[src/rtl/cal_pkg.sv]
// Shared encodings and size helpers for the calculator controller.
// Used by cal_calc_fsm and cal_digit_acc.
package cal_pkg;

    typedef enum logic [1:0] {
        ST_IDLE   = 2'b00,
        ST_OPA    = 2'b01,
        ST_OPB    = 2'b10,
        ST_RESULT = 2'b11
    } cal_state_e;

    typedef enum logic [1:0] {
        OP_ADD = 2'b00,
        OP_SUB = 2'b01,
        OP_MUL = 2'b10
    } cal_op_e;

    typedef enum logic [2:0] {
        K_NONE,
        K_CLR,
        K_EQ,
        K_OP,
        K_DIG
    } cal_key_e;

    function automatic int cal_maxv(input int digits);
        int v;
        v = 1;
        for (int i = 0; i < digits; i++) begin
            v = v * 10;
        end
        return v - 1;
    endfunction

    function automatic int cal_opw(input int digits);
        return $clog2(cal_maxv(digits) + 1);
    endfunction

endpackage

[src/rtl/cal_digit_acc.sv]
// Single decimal operand accumulator: value, digit count, load and clear.
// Leading zeros are absorbed without consuming a digit slot.
module cal_digit_acc
    import cal_pkg::*;
#(
    parameter int DIGITS = 2,
    parameter int OPW    = cal_opw(DIGITS)
) (
    input  logic           clk,
    input  logic           rst_n,
    input  logic           clr,
    input  logic           load_en,
    input  logic [OPW-1:0] load_val,
    input  logic           first,
    input  logic           acc,
    input  logic [3:0]     digit,
    output logic [OPW-1:0] val,
    output logic           empty
);

    localparam int CNTW = $clog2(DIGITS + 1);

    logic [OPW-1:0]  val_q, val_d;
    logic [CNTW-1:0] cnt_q, cnt_d;
    logic [OPW+3:0]  ext;
    logic            full;
    logic            lead_zero;

    always_comb begin
        val_d     = val_q;
        cnt_d     = cnt_q;
        ext       = {4'b0000, val_q};
        full      = (cnt_q == CNTW'(DIGITS));
        lead_zero = (val_q == '0) && (digit == 4'd0);
        if (clr) begin
            val_d = '0;
            cnt_d = '0;
        end else if (load_en) begin
            val_d = load_val;
            cnt_d = CNTW'(DIGITS);
        end else if (first) begin
            val_d = OPW'(digit);
            cnt_d = (digit != 4'd0) ? CNTW'(1) : '0;
        end else if (acc && !full && !lead_zero) begin
            // x*10 as (x<<3)+(x<<1); count bound keeps it within MAXV
            val_d = OPW'((ext << 3) + (ext << 1) + (OPW + 4)'(digit));
            cnt_d = cnt_q + CNTW'(1);
        end
    end

    always_ff @(posedge clk or negedge rst_n) begin
        if (!rst_n) begin
            val_q <= '0;
            cnt_q <= '0;
        end else begin
            val_q <= val_d;
            cnt_q <= cnt_d;
        end
    end

    assign val   = val_q;
    assign empty = (cnt_q == '0);

endmodule

[src/rtl/cal_calc_fsm.sv]
// Calculator controller: two decimal operands, add/sub/mul, result chaining.
// Define CAL_MUL_EN to enable op_mul and the inferred multiplier.
module cal_calc_fsm
    import cal_pkg::*;
#(
    parameter  int DIGITS = 2,
    localparam int MAXV   = cal_maxv(DIGITS),
    localparam int OPW    = cal_opw(DIGITS),
    localparam int RESW   = 2 * OPW
) (
    input  logic            clk,
    input  logic            rst_n,
    input  logic            digit_vld,
    input  logic [3:0]      digit,
    input  logic            op_add,
    input  logic            op_sub,
    input  logic            op_mul,
    input  logic            op_eq,
    input  logic            op_clr,
    output logic [1:0]      state,
    output logic [1:0]      op,
    output logic [OPW-1:0]  operand_a,
    output logic [OPW-1:0]  operand_b,
    output logic [RESW-1:0] result_mag,
    output logic            result_neg,
    output logic [RESW-1:0] disp_val
);

    cal_state_e      state_q, state_d;
    cal_op_e         op_q, op_d;
    logic [RESW-1:0] res_mag_q, res_mag_d;
    logic            res_neg_q, res_neg_d;

    cal_key_e        key;
    cal_op_e         key_op;
    logic            mul_key;
    logic            dig_ok;

    logic [OPW-1:0]  a_val, b_val;
    logic            b_empty;
    logic            unused_a_empty;
    logic            a_clr, a_load, a_first, a_acc;
    logic            b_clr, b_acc;

    logic [RESW-1:0] ext_a, ext_b;
    logic [RESW-1:0] arith_mag;
    logic            arith_neg;
    logic            chain_ok;

`ifdef CAL_MUL_EN
    assign mul_key = op_mul;
`else
    logic unused_op_mul;
    assign unused_op_mul = op_mul;
    assign mul_key       = 1'b0;
`endif

    assign dig_ok = digit_vld && (digit <= 4'd9);

    // Only the highest-priority pulse survives; the rest are dropped
    always_comb begin
        key    = K_NONE;
        key_op = OP_ADD;
        if (op_clr) begin
            key = K_CLR;
        end else if (op_eq) begin
            key = K_EQ;
        end else if (op_add) begin
            key    = K_OP;
            key_op = OP_ADD;
        end else if (op_sub) begin
            key    = K_OP;
            key_op = OP_SUB;
        end else if (mul_key) begin
            key    = K_OP;
            key_op = OP_MUL;
        end else if (dig_ok) begin
            key = K_DIG;
        end
    end

    assign ext_a = RESW'(a_val);
    assign ext_b = RESW'(b_val);

    always_comb begin
        arith_mag = ext_a + ext_b;
        arith_neg = 1'b0;
        unique case (op_q)
            OP_SUB: begin
                if (ext_a >= ext_b) begin
                    arith_mag = ext_a - ext_b;
                end else begin
                    arith_mag = ext_b - ext_a;
                    arith_neg = 1'b1;
                end
            end
`ifdef CAL_MUL_EN
            OP_MUL: arith_mag = ext_a * ext_b;
`endif
            default: arith_mag = ext_a + ext_b;
        endcase
    end

    assign chain_ok = !res_neg_q && (res_mag_q <= RESW'(MAXV));

    always_comb begin
        state_d   = state_q;
        op_d      = op_q;
        res_mag_d = res_mag_q;
        res_neg_d = res_neg_q;
        a_clr     = 1'b0;
        a_load    = 1'b0;
        a_first   = 1'b0;
        a_acc     = 1'b0;
        b_clr     = 1'b0;
        b_acc     = 1'b0;
        if (key == K_CLR) begin
            state_d   = ST_IDLE;
            op_d      = OP_ADD;
            res_mag_d = '0;
            res_neg_d = 1'b0;
            a_clr     = 1'b1;
            b_clr     = 1'b1;
        end else begin
            unique case (state_q)
                ST_IDLE: begin
                    if (key == K_DIG) begin
                        a_first = 1'b1;
                        state_d = ST_OPA;
                    end else if (key == K_OP) begin
                        op_d    = key_op;
                        a_clr   = 1'b1;
                        b_clr   = 1'b1;
                        state_d = ST_OPB;
                    end
                end
                ST_OPA: begin
                    if (key == K_DIG) begin
                        a_acc = 1'b1;
                    end else if (key == K_OP) begin
                        op_d    = key_op;
                        b_clr   = 1'b1;
                        state_d = ST_OPB;
                    end
                end
                ST_OPB: begin
                    if (key == K_DIG) begin
                        b_acc = 1'b1;
                    end else if (key == K_OP && b_empty) begin
                        op_d = key_op;
                    end else if (key == K_EQ) begin
                        res_mag_d = arith_mag;
                        res_neg_d = arith_neg;
                        state_d   = ST_RESULT;
                    end
                end
                ST_RESULT: begin
                    if (key == K_DIG) begin
                        a_first = 1'b1;
                        b_clr   = 1'b1;
                        state_d = ST_OPA;
                    end else if (key == K_OP && chain_ok) begin
                        a_load  = 1'b1;
                        op_d    = key_op;
                        b_clr   = 1'b1;
                        state_d = ST_OPB;
                    end
                end
                default: state_d = ST_IDLE;
            endcase
        end
    end

    always_ff @(posedge clk or negedge rst_n) begin
        if (!rst_n) begin
            state_q   <= ST_IDLE;
            op_q      <= OP_ADD;
            res_mag_q <= '0;
            res_neg_q <= 1'b0;
        end else begin
            state_q   <= state_d;
            op_q      <= op_d;
            res_mag_q <= res_mag_d;
            res_neg_q <= res_neg_d;
        end
    end

    cal_digit_acc #(
        .DIGITS (DIGITS),
        .OPW    (OPW)
    ) u_acc_a (
        .clk      (clk),
        .rst_n    (rst_n),
        .clr      (a_clr),
        .load_en  (a_load),
        .load_val (res_mag_q[OPW-1:0]),
        .first    (a_first),
        .acc      (a_acc),
        .digit    (digit),
        .val      (a_val),
        .empty    (unused_a_empty)
    );

    cal_digit_acc #(
        .DIGITS (DIGITS),
        .OPW    (OPW)
    ) u_acc_b (
        .clk      (clk),
        .rst_n    (rst_n),
        .clr      (b_clr),
        .load_en  (1'b0),
        .load_val ('0),
        .first    (1'b0),
        .acc      (b_acc),
        .digit    (digit),
        .val      (b_val),
        .empty    (b_empty)
    );

    always_comb begin
        unique case (state_q)
            ST_OPB:    disp_val = RESW'(b_val);
            ST_RESULT: disp_val = res_mag_q;
            default:   disp_val = RESW'(a_val);
        endcase
    end

    assign state      = state_q;
    assign op         = op_q;
    assign operand_a  = a_val;
    assign operand_b  = b_val;
    assign result_mag = res_mag_q;
    assign result_neg = res_neg_q;

endmodule

[config.mk]
export PLATFORM = sky130hd
export DESIGN_NAME = cal_calc_fsm
export DESIGN_NICKNAME = d
export VERILOG_FILES = /design/src/rtl/cal_pkg.sv /design/src/rtl/cal_digit_acc.sv /design/src/rtl/cal_calc_fsm.sv
export SDC_FILE = /design/constraint.sdc
export NUM_CORES = 1
export LEC_CHECK = 0
export BUFFER_PORTS_ARGS = -buffer_cell sky130_fd_sc_hd__buf_2
export CAP_MARGIN = 20
export CORE_ASPECT_RATIO = 0.6
export CORE_MARGIN = 1.5
export CORE_UTILIZATION = 30
export CTS_BUF_LIST = sky130_fd_sc_hd__clkbuf_8
export DETAILED_ROUTE_END_ITERATION = 7
export HOLD_SLACK_MARGIN = 0.03
export PLACE_DENSITY_LB_ADDON = 0.05
export SYNTH_ARGS = -nofsm -noshare
export SYNTH_HDL_FRONTEND = slang
export SYNTH_HIERARCHICAL = 1
export SYNTH_SLANG_ARGS = --single-unit
[constraint.sdc]
create_clock -name clk -period 3.2 [get_ports clk]
set_input_delay 0.64 -clock clk [delete_from_list [all_inputs] [get_ports clk]]
set_output_delay 0.64 -clock clk [all_outputs]
set_load 0.05 [all_outputs]
Word level (Yosys, flattened, before mapping) --
Index checks and enable logic that the tools add are counted.
Operators by class: $add $sub $neg 9, order comparisons 3, eq/ne operators 22, muxes and demuxes 73, reductions and logical operators 30
Operator list (number):
- 14-bit 2-to-1 mux | 7
- 2-bit 2-to-1 mux | 24
- 7-bit 2-to-1 mux | 6
- 14-bit case mux with 2 select lines | 1
- 1-bit 2-to-1 mux | 27
- 3-bit != test, second input constant | 8
- 7-bit by 7-bit subtractor with 8-bit output | 2
- 3-bit 2-to-1 mux | 5
- 7-bit by 4-bit adder with 7-bit output | 2
- 7-bit adder | 2
- 14-bit by 7-bit <= comparator with 1-bit output, second input constant | 1
- 7-bit zero test | 2
- 1-bit logical AND | 10
- 7-bit by 7-bit adder with 8-bit output | 1
- 2-bit equality test, second input constant | 4
- 2-bit case mux with 4 select lines | 1
- 4-bit nonzero test | 2
- 7-bit >= comparator | 1
- 3-bit by 2-bit equality test with 1-bit output, second input constant | 2
- 2-bit case mux with 3 select lines | 1
- 6-bit AND reduction | 1
- 2-bit nonzero test | 3
- 1-bit zero test | 5
- 5-bit AND reduction | 1
- other kinds (13) | 18
Word-level totals: bits in registers 37, input bits 12, output and inout port bits 47, word-level logic and storage cells 145

Logic depth before layout (Yosys ltp) --
Gate-level depths: netlist (run 1).
depth in word-level cells 17, gate-level depth with buffers 11, mapped depth without buffers 10

Cells and area by module --
The synthesis (run 1) kept the hierarchy.
By module, submodules not included:
- cal_calc_fsm | instances 1, cells each 261, area an instance 1973.1 um2, seq. area each 325.3 um2
- cal_digit_acc | instances 2, cells each 83, area an instance 762.0 um2, seq. area each 225.2 um2

Worst setup path before layout (run 1) --
Ideal clock, no wire load.
path kind reg2reg, start register u_acc_b.val_q[0] (netlist: u_acc_b/val[0]), end register res_mag_q[5] (netlist: result_mag[5]), library setup time 0.127 ns, arrival 2.660 ns, data required time 3.073 ns, path slack 0.413 ns, stages on the path, launching flop included 10, buffers on the path 0, period minus slack after synthesis 2.787 ns, cell sequence dfrtp_1 -> ha_1 -> inv_1 -> fa_1 -> a211oi_2 -> o211a_2 -> o21ai_4 -> mux2_1 -> mux2i_1 -> nand3_1
Between the ends: cells in the longest elaborated chain, start to end 8, elaborated cells on any way between the ends 11, classes of those cells add/sub: 3; order compare: 1; mux: 7
RTL lines:
- start, declared | line cal_digit_acc.sv:23 | logic [OPW-1:0] val_q, val_d;
- start signal, assigned | line cal_digit_acc.sv:56 | val_q <= val_d;
- 7-bit by 7-bit subtractor with 8-bit output (tied with other cells) | line cal_calc_fsm.sv:93 | arith_mag = ext_b - ext_a;
- 14-bit 2-to-1 mux | line cal_calc_fsm.sv:90 | if (ext_a >= ext_b) begin
- 14-bit 2-to-1 mux * | line cal_calc_fsm.sv:88 | unique case (op_q)
- 14-bit 2-to-1 mux * | line cal_calc_fsm.sv:151 | end else if (key == K_EQ) begin
- 14-bit 2-to-1 mux * | line cal_calc_fsm.sv:149 | end else if (key == K_OP && b_empty) begin
- 14-bit 2-to-1 mux * | line cal_calc_fsm.sv:147 | if (key == K_DIG) begin
- 14-bit 2-to-1 mux * | line cal_calc_fsm.sv:125 | unique case (state_q)
- 14-bit 2-to-1 mux * | line cal_calc_fsm.sv:117 | if (key == K_CLR) begin
- end signal, assigned | line cal_calc_fsm.sv:183 | res_mag_q <= res_mag_d;
- end, declared | line cal_calc_fsm.sv:31 | logic [RESW-1:0] res_mag_q, res_mag_d;
Every way passes the cells marked *; elsewhere a longest branch is shown, timed or not. The select of a mux whose other input is x is not followed. A chain may end at the register's enable or synchronous reset.

Worst setup path in the final report (run 1) --
start input digit[1], end register u_acc_a.val_q[0] (netlist: u_acc_a/val[0])
Between the ends: elaborated cells on any way between the ends 33, classes of those cells order compare: 1; eq/ne: 3; mux: 21; reduce/logical: 8
RTL lines:
- start, declared | line cal_calc_fsm.sv:14 | input logic [3:0] digit,
- 4-bit <= comparator * | line cal_calc_fsm.sv:58 | assign dig_ok = digit_vld && (digit <= 4'd9);
- 1-bit logical AND * | line cal_calc_fsm.sv:58
- 3-bit 2-to-1 mux * | line cal_calc_fsm.sv:77 | end else if (dig_ok) begin
- 3-bit 2-to-1 mux * | line cal_calc_fsm.sv:71 | end else if (op_sub) begin
- 3-bit 2-to-1 mux * | line cal_calc_fsm.sv:68 | end else if (op_add) begin
- 3-bit 2-to-1 mux * | line cal_calc_fsm.sv:66 | end else if (op_eq) begin
- 3-bit 2-to-1 mux * | line cal_calc_fsm.sv:64 | if (op_clr) begin
- 3-bit equality test | line cal_calc_fsm.sv:127, cal_calc_fsm.sv:158
- 1-bit 2-to-1 mux | line cal_calc_fsm.sv:127, cal_calc_fsm.sv:158
- 1-bit 2-to-1 mux
- 1-bit 2-to-1 mux * | line cal_calc_fsm.sv:117
- via a_first | line cal_calc_fsm.sv:42 | logic a_clr, a_load, a_first, a_acc;
- 7-bit 2-to-1 mux | line cal_digit_acc.sv:41 | end else if (first) begin
- 7-bit 2-to-1 mux | line cal_digit_acc.sv:38 | end else if (load_en) begin
- 7-bit 2-to-1 mux | line cal_digit_acc.sv:35 | if (clr) begin
- end signal, assigned | line cal_digit_acc.sv:56
- end, declared | line cal_digit_acc.sv:23
The timed path passes the listed nets; every way through them passes the cells marked *.

==> flow_metrics.py, run 1 <==
metrics = {
    "global_route": {
        "grt_pass1_vias": 3214,
        "grt_use_total_pct": 20.9,
        "use_met1_pct": 34.9,
        "grt_max_degree": 32,
        "grt_overflow": 0,
        "grt_pass1_wl_um": 19200,
        "grtUsageMet3_pct": 2.76,
        "antenna_found_initial": 0,
        "busiest_layer": "met1",
        "grt_use_met2_pct": 27.6,
    },
    "pwr": {
        "p_seq_share_pct": 27.4,
        "power_density_nw_per_um2": 424,
        "power_uw": 1760,
        "vdd_drop_max_v": 0.000131,
        "p_leak_uw": 0.00213,
        "p_switching_uw": 853,
        "pwr-share-comb_pct": 51.1,
        "pwr-share-clk_pct": 21.5,
        "p_int_uw": 911,
        "netSwitchingFraction_pct": 48.3,
    },
    "die": {
        "die_w_um": 142,
        "top_level_ports": 59,
        "die-area_sq_um": 12300,
        "core_area_sq_um": 11300,
        "num_rows": 30,
        "die_y_um": 86.6,
        "start_util_pct": 30.8,
    },
    "clocking": {
        "numCtsBuffers": 5,
        "cts-resized-gates": 0,
        "clk_latency_ns": 0.30,
        "cts.path.max_buffers": 2,
        "clock-root-buffer": "clkbuf_8",
        "post_cts_buffers": 0,
        "cts_tree": "built",
        "h-tree-depth": 2,
        "cts.reportedPaths.clkPinSlew_ns": 0.09,
        "cts_hold_buf": 0,
        "clock_sinks": 31,
    },
    "routing": {
        "wire_per_inst_um": 18.5,
        "detail_route.first_pass.iterations": 5,
        "via_count": 3415,
        "vias_per_cell": 5.15,
        "finalWirelength_um": 12300,
        "drt-initial-drc-count": 249,
        "route.detailed.drc": 0,
        "final_antenna_net_count": 0,
    },
    "setup_path": {
        "critPathCaptureType": "flop",
        "cp.arrival_ns": 3.10,
        "crit_path_start_kind": "primary input",
        "worstSetupPathType": "primary input to flop",
        "critPathMaxStageDelay_ns": 0.41,
        "required_ns": 3.44,
        "cp_slowest_cell": "o21ai_0",
        "cp_cell_sequence": "buf_2, o21ai_0, and4b_1, nor2b_1, nor2b_1, nor2_2, o21ai_1, nand3b_1, o21ai_0, buf_4",
        "crit_fanout": 9,
    },
    "logic_synthesis": {
        "avgSynthCellArea_sq_um": 8.19,
        "synthArstFlopShare_pct": 100,
        "synth_seq_cells": 31,
        "synthFlopType": "dfrtp_1",
        "ys_seq_area_share_pct": 22.2,
        "yosys_warnings": 6,
        "syn_area_sq_um": 3500,
        "synth_edf_count": 0,
        "syn_inst": 427,
        "ys_types": 53,
    },
    "sta": {
        "max_freq_mhz": 350,
        "rsz0062_at_grt": "false",
        "min_period_ns": 2.86,
        "hold_viol_final": 0,
        "worst_slew_pin_slew_ns": 0.779,
        "maxSlewViolCount": 0,
        "setup_viol": 0,
        "post-route-period-util_pct": 89.4,
        "fin_setup_tns_ns": 0,
        "max_slew_margin_pct": 48.1,
        "fin_worst_skew_ns": 0.0129,
    },
    "outcome": {
        "status": "completed",
    },
    "layout": {
        "nNetsFinal": 566,
        "drive_above_1_share_pct": 20.3,
        "num_antenna_cells": 0,
        "syn_to_final_growth_pct": 19.1,
    },
    "place": {
        "io_buffers": 56,
        "dp_hpwl_um": 9540,
        "gp_congestion": 0.867,
    },
    "hold_path": {
        "hold_path_class": "primary input to async pin",
    },
    "run": {
        "cap_violations": 0,
    },
}
## power groups by stage
stage / registers [uW] / logic [uW] / clock network (uW)
2_1_floorplan: 584 / 521 / 0
3_3_place_gp: 491 / 896 / 0
3_5_place_dp: 492 / 887 / 0
4_1_cts: 484 / 893 / 391
5_1_grt: 490 / 990 / 410
6_report: 483 / 901 / 380
## stage by stage
stage          cell area, sq um  std cells  util [%]  setup slack (ns)  hold slack [ns]
2_1_floorplan              3540        439         -             0.413            0.344
3_3_place_gp               4060        655      35.8             0.129            0.468
3_5_place_dp               4060        655      35.8             0.147            0.469
4_1_cts                    4160        663      36.7             0.361            0.451
5_1_grt                    4160        663      36.7             0.204            0.465
6_report                   4160        663      36.7             0.339            0.408
## worst paths after layout
check / startpoint / end / slack, ns / cells past startpoint
setup / recovery: digit[1] / u_acc_a/val[0]$_DFFE_PN0P_ / 0.34 / 10
hold / removal: rst_n / u_acc_b/val[6]$_DFFE_PN0P_ / 0.41 / 1
setup reg to reg: u_acc_a/val[0]$_DFFE_PN0P_ / result_mag[3]$_DFFE_PN0P_ / 0.40 / 10
hold reg to reg: u_acc_b/cnt_q[0]$_DFFE_PN0P_ / u_acc_b/cnt_q[0]$_DFFE_PN0P_ / 0.48 / 2
max in group asynchronous: rst_n / result_mag[1]$_DFFE_PN0P_ / 2.29 / 1
min in group clk: u_acc_b/cnt_q[0]$_DFFE_PN0P_ / u_acc_b/cnt_q[0]$_DFFE_PN0P_ / 0.48 / 2
## final cells by class
class | count | area (sq um)
Inverter | 45 | 169
Timing Repair Buffer | 81 | 468
Clock inverter | 1 | 7.51
Fill cell | 1194 | 7170
Multi-Input combinational cell | 338 | 2450
Tap cell | 160 | 200
Sequential cell | 31 | 776
Clock buffer | 7 | 96.3
## flip-flops by register name, summed over array words and instances (netlist names)
register,cells
op,1
result_mag,9
result_neg,1
state,2
u_acc_a/cnt_q,2
u_acc_a/val,7
u_acc_b/cnt_q,2
u_acc_b/val,7
## cells by family (layout without fill, tap and decap cells)
kind of cell               after synthesis  in the layout  synth area share (%)
buffers and inverters                   70            134                  9.12
adders and majority gates               52             52                  20.1
DFF                                     31             31                  22.2
other                                    1             13                 0.107
xor gates and xnor gates                13             13                  3.26
muxes                                   13             13                  3.76
AOI/OAI and AO/OA                      132            132                  25.0
and+or+nand+nor                        115            115                  16.5
## Yosys cell counts, types with 9 or more instances
| master | instances | area, sq um |
|---|---|---|
| o21ai_1 | 9 | 45.0 |
| ha_1 | 45 | 563 |
| a21oi_1 | 30 | 150 |
| a21o_1 | 11 | 82.6 |
| buf_4 | 14 | 105 |
| inv_1 | 44 | 165 |
| dfrtp_1 | 31 | 776 |
| o21ai_0 | 30 | 150 |
| nand2_1 | 48 | 180 |
| mux2i_1 | 12 | 120 |
| nor2_1 | 17 | 63.8 |
| a22oi_1 | 14 | 105 |
## per-layer routing
metal | vias to the layer above | share of wire [%]
met5 | - | 0
met4 | 0 | 0.37
met3 | 6 | 6.6
met2 | 129 | 37
met1 | 1647 | 56
li1 | 1633 | -
## placed cells by master (no fill, tap or decap), types with 9 or more instances in the layout
master / netlist / final
nor2_1: 17 / 17
dfrtp_1: 31 / 31
conb_1: 1 / 13
buf_4: 14 / 25
o21ai_1: 9 / 9
mux2i_1: 12 / 12
a21o_1: 11 / 11
buf_2: 3 / 56
o21ai_0: 30 / 30
inv_1: 44 / 44
nand2_1: 48 / 48
ha_1: 45 / 45
a21oi_1: 30 / 30
a22oi_1: 14 / 14
## worst max-delay path, delay by kind of cell
family,cells,cell delay (ns)
simple gates,5,1.18
compound gates,3,0.93
buf+inv,2,0.34
Note: power is estimated with default switching activity, not from simulation.
==> run 2: changes to the inputs <==
CTS_BUF_LIST = sky130_fd_sc_hd__clkbuf_16   (was sky130_fd_sc_hd__clkbuf_8)
==> flow_metrics.py, run 2 (same netlist as run 1, synthesis figures left out) <==
metrics = {
    "outcome": {
        "status": "completed",
    },
    "clocking": {
        "cts_tree": "built",
        "numCtsBuffers": 5,
        "clk_latency_ns": 0.29,
        "cts-resized-gates": 0,
        "cts.reportedPaths.clkPinSlew_ns": 0.06,
        "cts.path.max_buffers": 2,
        "post_cts_buffers": 0,
        "cts_hold_buf": 0,
        "h-tree-depth": 2,
        "clock_sinks": 31,
        "clock-root-buffer": "clkbuf_16",
    },
    "sta": {
        "setup_viol": 0,
        "maxSlewViolCount": 0,
        "max_slew_margin_pct": 47.6,
        "max_freq_mhz": 342,
        "min_period_ns": 2.93,
        "fin_setup_tns_ns": 0,
        "worst_slew_pin_slew_ns": 0.785,
        "rsz0062_at_grt": "false",
        "post-route-period-util_pct": 91.5,
        "fin_worst_skew_ns": 0.00758,
        "hold_viol_final": 0,
    },
    "layout": {
        "nNetsFinal": 566,
        "syn_to_final_growth_pct": 20.1,
        "postLayoutCoreUtil_pct": 37.1,
        "num_antenna_cells": 0,
        "fill_cells": 1198,
        "mostFrequentLayoutCell": "buf_2",
        "stdcell_area_sq_um": 4200,
        "layout_common_cells": "56 x buf_2, 48 x nand2_1, 45 x ha_1",
        "drive_above_1_share_pct": 19.9,
        "fin_cells": 663,
        "largest_reg_flops": 9,
    },
    "pwr": {
        "p_leak_uw": 0.00214,
        "power_density_nw_per_um2": 445,
        "vdd_drop_max_v": 0.000157,
    },
    "routing": {
        "detail_route.first_pass.iterations": 6,
        "route.detailed.drc": 0,
        "drt-initial-drc-count": 232,
        "finalWirelength_um": 12400,
        "wire_per_inst_um": 18.7,
        "via_count": 3431,
        "final_antenna_net_count": 0,
        "vias_per_cell": 5.17,
    },
    "setup_path": {
        "cp_cell_sequence": "buf_2, o21ai_0, and4b_1, nor2b_1, nor2b_1, nor2_2, o21ai_1, nand3b_1, o21ai_0, buf_4",
        "crit_buf_inv": 2,
        "cp-startpoint": "digit[1]",
        "critPathMaxStageDelay_ns": 0.44,
        "worstSetupPathType": "primary input to flop",
        "required_ns": 3.42,
        "crit_family": "simple AND/OR/NAND/NOR gates",
        "r2r_cells": 10,
        "cp_slowest_cell": "o21ai_0",
        "path_depth": 10,
        "crit_fanout": 9,
        "critPathCaptureType": "flop",
        "regToRegStartpoint": "u_acc_a/val[0]$_DFFE_PN0P_",
        "crit_path_start_kind": "primary input",
        "cp.arrival_ns": 3.15,
    },
    "die": {
        "core_area_sq_um": 11300,
        "num_rows": 30,
        "die-area_sq_um": 12300,
        "die_y_um": 86.6,
        "die_w_um": 142,
        "top_level_ports": 59,
        "start_util_pct": 30.8,
    },
    "global_route": {
        "grt_use_total_pct": 20.9,
        "grtUsageMet3_pct": 2.76,
        "grt_overflow": 0,
        "antenna_found_initial": 0,
        "grt_pass1_vias": 3214,
        "grt_pass1_wl_um": 19200,
        "busiest_layer": "met1",
        "grt_max_degree": 32,
        "use_met1_pct": 35.1,
        "grt_use_met2_pct": 27.5,
    },
    "run": {
        "cap_violations": 0,
    },
    "place": {
        "dp.cells": 655,
        "dp_hpwl_um": 9540,
        "io_buffers": 56,
        "place_area_sq_um": 4060,
        "gp_congestion": 0.867,
    },
    "hold_path": {
        "hold_path_class": "primary input to async pin",
    },
}
==> run 2: changes by cell type in the layout (fill, tap and decap cells not counted) <==
cell / delta
clkbuf_8: -7
clkbuf_16: +5
clkinv_1: +2
==> run 2: report_power, final <==
part | internal [uW] | switching (uW)
Sequential | 425 | 59.1
Combinational | 290 | 613
Clock | 283 | 196
Total | 999 | 869
==> run 2: stage by stage <==
stage                     setup WS [ns]  hold WS [ns]  total power, uW
after detailed placement          0.147         0.469             1380
after CTS                         0.393         0.478             1860
final                             0.273         0.432             1870
after global placement            0.129         0.468             1390
after global routing              0.189         0.495             1990
after floorplan                   0.413         0.344             1100
==> run 2: final timing paths <==
check                                                     to  slack (ns)
worst max-delay path              u_acc_a/val[0]$_DFFE_PN0P_        0.27
worst min-delay path              u_acc_b/val[6]$_DFFE_PN0P_        0.43
worst min register to register  u_acc_b/cnt_q[0]$_DFFE_PN0P_        0.48
max in group asynchronous          result_mag[3]$_DFFE_PN0P_        2.26
worst max register to register     result_mag[3]$_DFFE_PN0P_        0.41
min in group clk                u_acc_b/cnt_q[0]$_DFFE_PN0P_        0.48
==> run 2: worst register-to-register path, delay by kind of cell, from the launching register on <==
| family | cells | cell delay [ns] |
|---|---|---|
| buf+inv | 2 | 0.12 |
| compound gates | 5 | 1.32 |
| xor+xnor | 1 | 0.24 |
| fa+ha+maj | 2 | 0.61 |
| flops | 1 | 0.37 |
==> run 2: layout make-up <==
| class | count | area (sq um) | share of cell area, % |
|---|---|---|---|
| clock buffer | 5 | 125 | 2.98 |
| clock inverter | 3 | 15.0 | 0.357 |
| timing repair buffer | 81 | 468 | 11.1 |
| tap | 160 | 200 | 4.77 |
| inverter | 45 | 169 | 4.02 |
| multi-input combinational | 338 | 2450 | 58.3 |
| sequential | 31 | 776 | 18.5 |
==> run 2: per-layer routing <==
metal  wire (um)  part of all wire [%]
met1        6960                    56
met2        4610                    37
met3         758                   6.1
met4          53                  0.43
met5           0                     0
